[src/rtl/regfile_read_control.sv]
// Register-read stage: 32x32 register file, busy scoreboard, RAW/WAW stall and registered operand
// bundle. Defining REGFILE_BYPASS_EN forwards same-cycle writeback data into the operands.
module regfile_read_control (
  input  logic        clk,
  input  logic        rst_n,
  input  logic        in_valid,
  output logic        in_ready,
  input  logic [31:0] instr,
  input  logic [31:0] pc,
  input  logic        wb_regwrite,
  input  logic [4:0]  wb_rd,
  input  logic [31:0] wb_data,
  output logic        out_valid,
  input  logic        out_ready,
  output logic [31:0] out_instr,
  output logic [31:0] out_pc,
  output logic [31:0] out_rs1_data,
  output logic [31:0] out_rs2_data,
  output logic        stall,
  output logic [31:0] stall_cycles
);

  logic [31:0] rf_q [32];
  logic [31:0] busy_q, busy_d;
  logic [6:0]  opcode;
  logic [4:0]  rd, rs1, rs2;
  logic        is_writer, use_rs1, use_rs2;
  logic        wb_hit1, wb_hit2, raw1, raw2, waw, fire;
  logic [31:0] rs1_val, rs2_val;

  assign opcode = instr[6:0];
  assign rd     = instr[11:7];
  assign rs1    = instr[19:15];
  assign rs2    = instr[24:20];

  always_comb begin
    is_writer = 1'b0;
    use_rs1   = 1'b0;
    use_rs2   = 1'b0;
    case (opcode)
      7'b0110011: begin
        is_writer = 1'b1;
        use_rs1   = 1'b1;
        use_rs2   = 1'b1;
      end
      7'b0010011, 7'b0000011, 7'b1100111: begin
        is_writer = 1'b1;
        use_rs1   = 1'b1;
      end
      7'b0100011, 7'b1100011: begin
        use_rs1 = 1'b1;
        use_rs2 = 1'b1;
      end
      7'b0110111, 7'b0010111, 7'b1101111: is_writer = 1'b1;
      default: ;
    endcase
    if (rd == 5'd0) is_writer = 1'b0;
  end

  assign wb_hit1 = wb_regwrite && (wb_rd != 5'd0) && (wb_rd == rs1);
  assign wb_hit2 = wb_regwrite && (wb_rd != 5'd0) && (wb_rd == rs2);

  // busy_q[0] is held at 0, so x0 sources never raise a hazard.
`ifdef REGFILE_BYPASS_EN
  assign raw1    = use_rs1 && busy_q[rs1] && !wb_hit1;
  assign raw2    = use_rs2 && busy_q[rs2] && !wb_hit2;
  assign rs1_val = wb_hit1 ? wb_data : rf_q[rs1];
  assign rs2_val = wb_hit2 ? wb_data : rf_q[rs2];
`else
  // Without forwarding, a source being written this cycle waits one cycle for the array.
  assign raw1    = use_rs1 && (busy_q[rs1] || wb_hit1);
  assign raw2    = use_rs2 && (busy_q[rs2] || wb_hit2);
  assign rs1_val = rf_q[rs1];
  assign rs2_val = rf_q[rs2];
`endif

  // WAW looks only at the registered busy bit, so a set never meets a clear of the same bit.
  assign waw      = is_writer && busy_q[rd];
  assign stall    = in_valid && (raw1 || raw2 || waw);
  assign in_ready = (!out_valid || out_ready) && !stall;
  assign fire     = in_valid && in_ready;

  always_comb begin
    busy_d = busy_q;
    if (wb_regwrite) busy_d[wb_rd] = 1'b0;
    if (fire && is_writer) busy_d[rd] = 1'b1;
    busy_d[0] = 1'b0;
  end

  always_ff @(posedge clk) begin
    if (!rst_n) begin
      busy_q       <= '0;
      out_valid    <= 1'b0;
      out_instr    <= '0;
      out_pc       <= '0;
      out_rs1_data <= '0;
      out_rs2_data <= '0;
      stall_cycles <= '0;
      for (int i = 0; i < 32; i++) rf_q[i] <= '0;
    end else begin
      busy_q <= busy_d;
      if (wb_regwrite && (wb_rd != 5'd0)) rf_q[wb_rd] <= wb_data;
      if (stall && (stall_cycles != '1)) stall_cycles <= stall_cycles + 32'd1;
      if (fire) begin
        out_valid    <= 1'b1;
        out_instr    <= instr;
        out_pc       <= pc;
        out_rs1_data <= use_rs1 ? rs1_val : '0;
        out_rs2_data <= use_rs2 ? rs2_val : '0;
      end else if (out_ready) begin
        out_valid <= 1'b0;
      end
    end
  end

endmodule
[config.mk]
export PLATFORM = sky130hd
export DESIGN_NAME = regfile_read_control
export DESIGN_NICKNAME = d
export VERILOG_FILES = /design/src/rtl/regfile_read_control.sv
export SDC_FILE = /design/constraint.sdc
export NUM_CORES = 2
export LEC_CHECK = 0
export CORE_MARGIN = 3
export CORE_UTILIZATION = 28
export DETAILED_ROUTE_END_ITERATION = 7
export GPL_ROUTABILITY_DRIVEN = 0
export SLEW_MARGIN = 30
export SYNTH_ARGS = -nofsm -noshare
export SYNTH_HDL_FRONTEND = slang
export SYNTH_SLANG_ARGS = --single-unit
[constraint.sdc]
create_clock -name clk -period 5.3 [get_ports clk]
set_clock_uncertainty 0.2 [all_clocks]
set_input_delay 0.795 -clock clk [delete_from_list [all_inputs] [get_ports clk]]
set_output_delay 0.795 -clock clk [all_outputs]
set_load 0.005 [all_outputs]
=== Word-level counts from Yosys, hierarchy flattened ===
Memory sizes are Yosys's and may differ from the RTL's.
Index checks and enable logic that the tools add are counted.

* Output and inout bits: 163
* Bits in writable memories: 1024
* Memories: 1
* Bits in registers: 193
* Logic and storage cells: 85

* Add/sub/neg operators: 1
* Reduce and logical (&&, ||, !) cells: 27
* Equality and inequality tests: 12
* $lt $le $gt $ge: 6
* Multiplexer cells: 27
* Bitwise operators: 3

{| class="wikitable"
|+ Memory list
! name !! words !! bits a word !! rd ports !! clocked after Yosys merged registers in !! write ports !! line !! source
|-
| rf_q || 32 || 32 || 2 || 0 || 32 || 23 || <nowiki>logic [31:0] rf_q [32];</nowiki>
|}

{| class="wikitable"
|+ Operator list
! kind !! number
|-
| 2-to-1 mux 32 bit || 5
|-
| adder 32 x 1 -> 32 bit (second input constant) || 1
|-
| bitwise AND 32 bit || 1
|-
| inequality test 32 bit (second input constant) || 1
|-
| inverter 32 bit || 1
|-
| bitwise OR 32 bit || 1
|-
| OR reduction 32 bit || 1
|-
| less-than comparator 5 x 6 -> 1 bit (second input constant) || 4
|-
| == test 7 x 6 -> 1 bit (second input constant) || 3
|-
| == test 7 bit (second input constant) || 3
|-
| 2-to-1 mux 1 bit || 16
|-
| binary-select mux 1 bit (select 5 bit) || 3
|-
| == test 7 x 5 -> 1 bit (second input constant) || 2
|-
| logical AND 1 bit || 13
|-
| demux 1 bit (select 5 bit) || 2
|-
| == test 5 bit || 2
|-
| greater-or-equal comparator 5 x 1 -> 1 bit (second input constant) || 2
|-
| == test 7 x 2 -> 1 bit (second input constant) || 1
|-
| OR reduction 7 bit || 1
|-
| OR reduction 6 bit || 1
|-
| logical NOT 5 bit || 1
|-
| logical OR 1 bit || 5
|-
| 2-to-1 mux 5 bit || 1
|-
| nonzero test 5 bit || 1
|-
| 3 further kinds || 4
|}

=== Logic depth before layout (Yosys ltp) ===
* Word-level depth: 13
* Depth in mapped cells: 13
* Depth with buffers taken out: 9

=== Least setup slack after synthesis ===
No wires, ideal clock.

* Kind: input port to flip-flop
* From: input port wb_rd[3]
* To: memory rf_q[24][0] (enable)
* Setup time: 0.466 ns
* Cell stages on the path: 7
* Required time: 4.634 ns
* Arrival: 4.065 ns
* Slack: 0.569 ns
* Cell sequence: buf_2 or3_1 buf_2 o31a_1 nand3_1 clkbuf_1 o21ai_0

{| class="wikitable"
|+ RTL lines
! what !! line !! source
|-
| start: declaration || 11 || <nowiki>input logic [4:0] wb_rd,</nowiki>
|-
| end: declaration || 23 ||
|}

=== Worst setup path after layout ===
* From: input port instr[10]
* To: output port in_ready

* Cells in the longest elaborated chain, start to end: 7

{| class="wikitable"
|+ Ends and longest elaborated chain
! what !! line !! source
|-
| start: declaration || 8 || <nowiki>input logic [31:0] instr,</nowiki>
|-
| binary-select mux 1 bit (select 5 bit) or logical NOT 5 bit (tied branches) || 78, 57 ||
|-
| 2-to-1 mux 1 bit, on equally long branches || 78, 57 ||
|-
| logical AND 1 bit * || 78 || <nowiki>assign waw = is_writer && busy_q[rd];</nowiki>
|-
| logical OR 1 bit * || 79 || <nowiki>assign stall = in_valid && (raw1 || raw2 || waw);</nowiki>
|-
| logical AND 1 bit * || 79 ||
|-
| logical NOT 1 bit * || 80 || <nowiki>assign in_ready = (!out_valid || out_ready) && !stall;</nowiki>
|-
| logical AND 1 bit * || 80 ||
|-
| end: declaration || 7 || <nowiki>output logic in_ready,</nowiki>
|}

Every way passes the cells marked *; elsewhere a longest branch is shown, timed or not. The select of a mux whose other input is x is not followed.

==> run metrics <==
initial core utilization 28.3%; worst r2r src stall_cycles[1]; startpoint types primary input; IO buf count 268; row count approximately 170; postcts setup bufs 0; Synth top cells by count edfxtp_1, and2_1, mux4_2; Slew Limit Fails 0; status finished, final reports clean; Crit path required time 4.30 ns; pwr/cell area 322 nW/um^2; CTS root buffer clkbuf_16; Crit Path Max Fanout 10; critical path class primary input to primary output; Critical Path AT 3.78 ns; Clock power frac 42.3%; Total Die Area 229000 um^2; core region area 221000 um^2; simple-gate share of the synthesized area roughly an eighth; Fin Setup TNS 0 ns; Slew @ Worst Pin about 1.0 ns; Seq cells post-synth 1216; fillers 20900; Peak VDD IR 240 uV; worst hold path type flop to flop; fmax 209 MHz; Iter 0 DRT Violations 5672; DR pass1 iterations 5; DR vias 39700; mux share of post-synthesis cell area about a quarter; Final Total Pwr 23.8 mW; Worst Hold Launch out_rs2_data[26]; Final Setup Violations 0; die width between 400 and 500 um; P_leak 24.2 nW; Seq. cell area 34600 um^2; Wirelength per Cell 30.1 um; DR DRC count 0; clock latency reported for the late side of the worst-skew pair roughly 0.78 ns; H-Tree Depth 4; All-Layer GR Usage 19.0%; Yosys top cell area share between 40 and 50%; register area share after synthesis 55.4%; Max clock buf depth 3; crit share post-route 90.1%; ys async rst share 0%; CP max-delay cell clkdlybuf4s50_1; final hold violation count 0; largest family of logic cells by synthesized area multiplexers; Final Critical Period about 4.8 ns; first-pass GRT wire length between 300000 and 400000 um; share of cells above drive strength 1 26.8%; Final ANT Viol Nets 0; adder-cell share of the synthesized area 0.0201%; Flop pwr share 46.6%; switching power 5.75 mW; Switching Fraction 24.2%; Reg2Reg Depth 9; Synth Area in Compound Gates 2.21%; Worst-path clk slew 0.05 ns; CP Launch Point instr[10]; Syn Inst Count 4104; post-synth top area cell edfxtp_1; # hold bufs at CTS 0; unrepaired setup endpoints after global routing false; max_slew headroom 31.5%; WL final 221000 um; max-cap viol count 0; CP Cell Sequence clkdlybuf4s50_1 > or3b_1 > a2111oi_0 > a211oi_1 > o211ai_1 > o21ai_2 > o21ai_4 > and2_1 > clkdlybuf4s50_1; Via density between 5 and 6; total CTS buffers 141; cell-internal power 18.0 mW; P&R area growth vs syn 18.6%; DP HPWL approximately 130000 um; Max stage delay on crit path 0.57 ns; combinational share of power 11.1%; synth top area cells edfxtp_1, mux4_2, and2_1; # IOs 269; final core occ between 30% and 40%; Area after DPL 69200 um^2; synthesized area roughly 62000 um^2; largest net degree at the start of global routing 125; Yosys warnings 0; Worst Setup End Kind primary output; XOR/XNOR share of the synthesized area 0.140%; syn_area_per_cell 15.2 um^2; CP most frequent cell clkdlybuf4s50_1; # clock sinks about 1200; WHS Path Cells 2; most frequent cell after synthesis edfxtp_1; vias in the first global route 39300; CTS tree yes; CTS resizes 0; die height 478 um; dominant synthesized flop cell edfxtp_1; gr ovfl total 0; EDFF count, synth 1024; Synth cell types 58; post-layout instance area 74000 um^2; initial antenna violation count 38; Final nets 4350; area of the multi-input gates 26700 um^2
per-layer routing:
layer | global-route usage, % | share of wire, %
met5 | 0 | 0.053
met4 | 5.79 | 3.0
met3 | 4.87 | 11
met2 | 30.5 | 48
met1 | 25.1 | 39
layout make-up:
cell class,instances,share of cell area [%]
Inverter,6,0.0372
Multi-Input combinational cell,2472,36.1
Sequential cell,1216,46.8
Antenna cell,25,0.0846
Clock inverter,58,1.00
Tap cell,2958,5.00
Clock buffer,199,5.39
Timing Repair Buffer,406,5.62
path summary, 6_finish.rpt:
kind | end | slack, ns
max | in_ready | 0.53
max reg2reg | stall_cycles[10] | 1.63
min reg2reg | out_rs2_data[26] | 0.26
min | out_rs2_data[26] | 0.26
metrics by stage:
stage | worst slack [ns] | std cells | hold slack [ns]
after floorplan | 0.569 | 4135 | 0.252
after global placement | 0.415 | 7051 | 0.248
after detailed placement | 0.487 | 7055 | 0.253
after CTS | 0.498 | 7312 | 0.261
after global routing | 0.311 | 7317 | 0.276
final | 0.526 | 7340 | 0.255
flip-flops by register name, indices dropped and copies added, names as in the netlist:
name and flops:
out_instr 32, rf_q 1024, stall_cycles 32, out_rs1_data 32, out_valid 1, busy_q 31, out_rs2_data 32, out_pc 32
cells in the final DEF, fill, tap and decap left out, types with 79 or more instances in the layout:
master and n:
edfxtp_1 1024, and2_1 994, mux4_2 656, clkdlybuf4s50_1 246, dfxtp_1 192, clkbuf_16 144
buf_4 103, nand2_1 92, nand3_1 88, o21ai_0 85, nor2_1 82, mux2i_1 79
cell families (layout without fill, tap and decap cells):
group | Yosys count | count (layout)
AND/OR/NAND/NOR | 1391 | 1391
flip-flops | 1216 | 1216
multiplexers | 804 | 804
buffers and inverters | 447 | 669
AO/OA/AOI/OAI | 234 | 234
XOR/XNOR | 10 | 10
adder cells (fa/ha/maj) | 1 | 1
other | 1 | 57
worst max-delay path, delay by kind of cell:
family | cells | cell delay (ns)
AOI/OAI and AO/OA | 5 | 1.08
buffers and inverters | 2 | 1.11
and+or+nand+nor | 2 | 0.78
power by group through the flow:
stage               combinational (mW)  sequential (mW)  clock, mW
global route                      2.75             11.1       10.6
floorplan                         1.64             11.2          0
finish                            2.64             11.1       10.1
global placement                  2.61             11.2          0
detailed placement                2.63             11.3          0
CTS                               2.63             11.1       10.2
(Power assumes the default switching activity.)
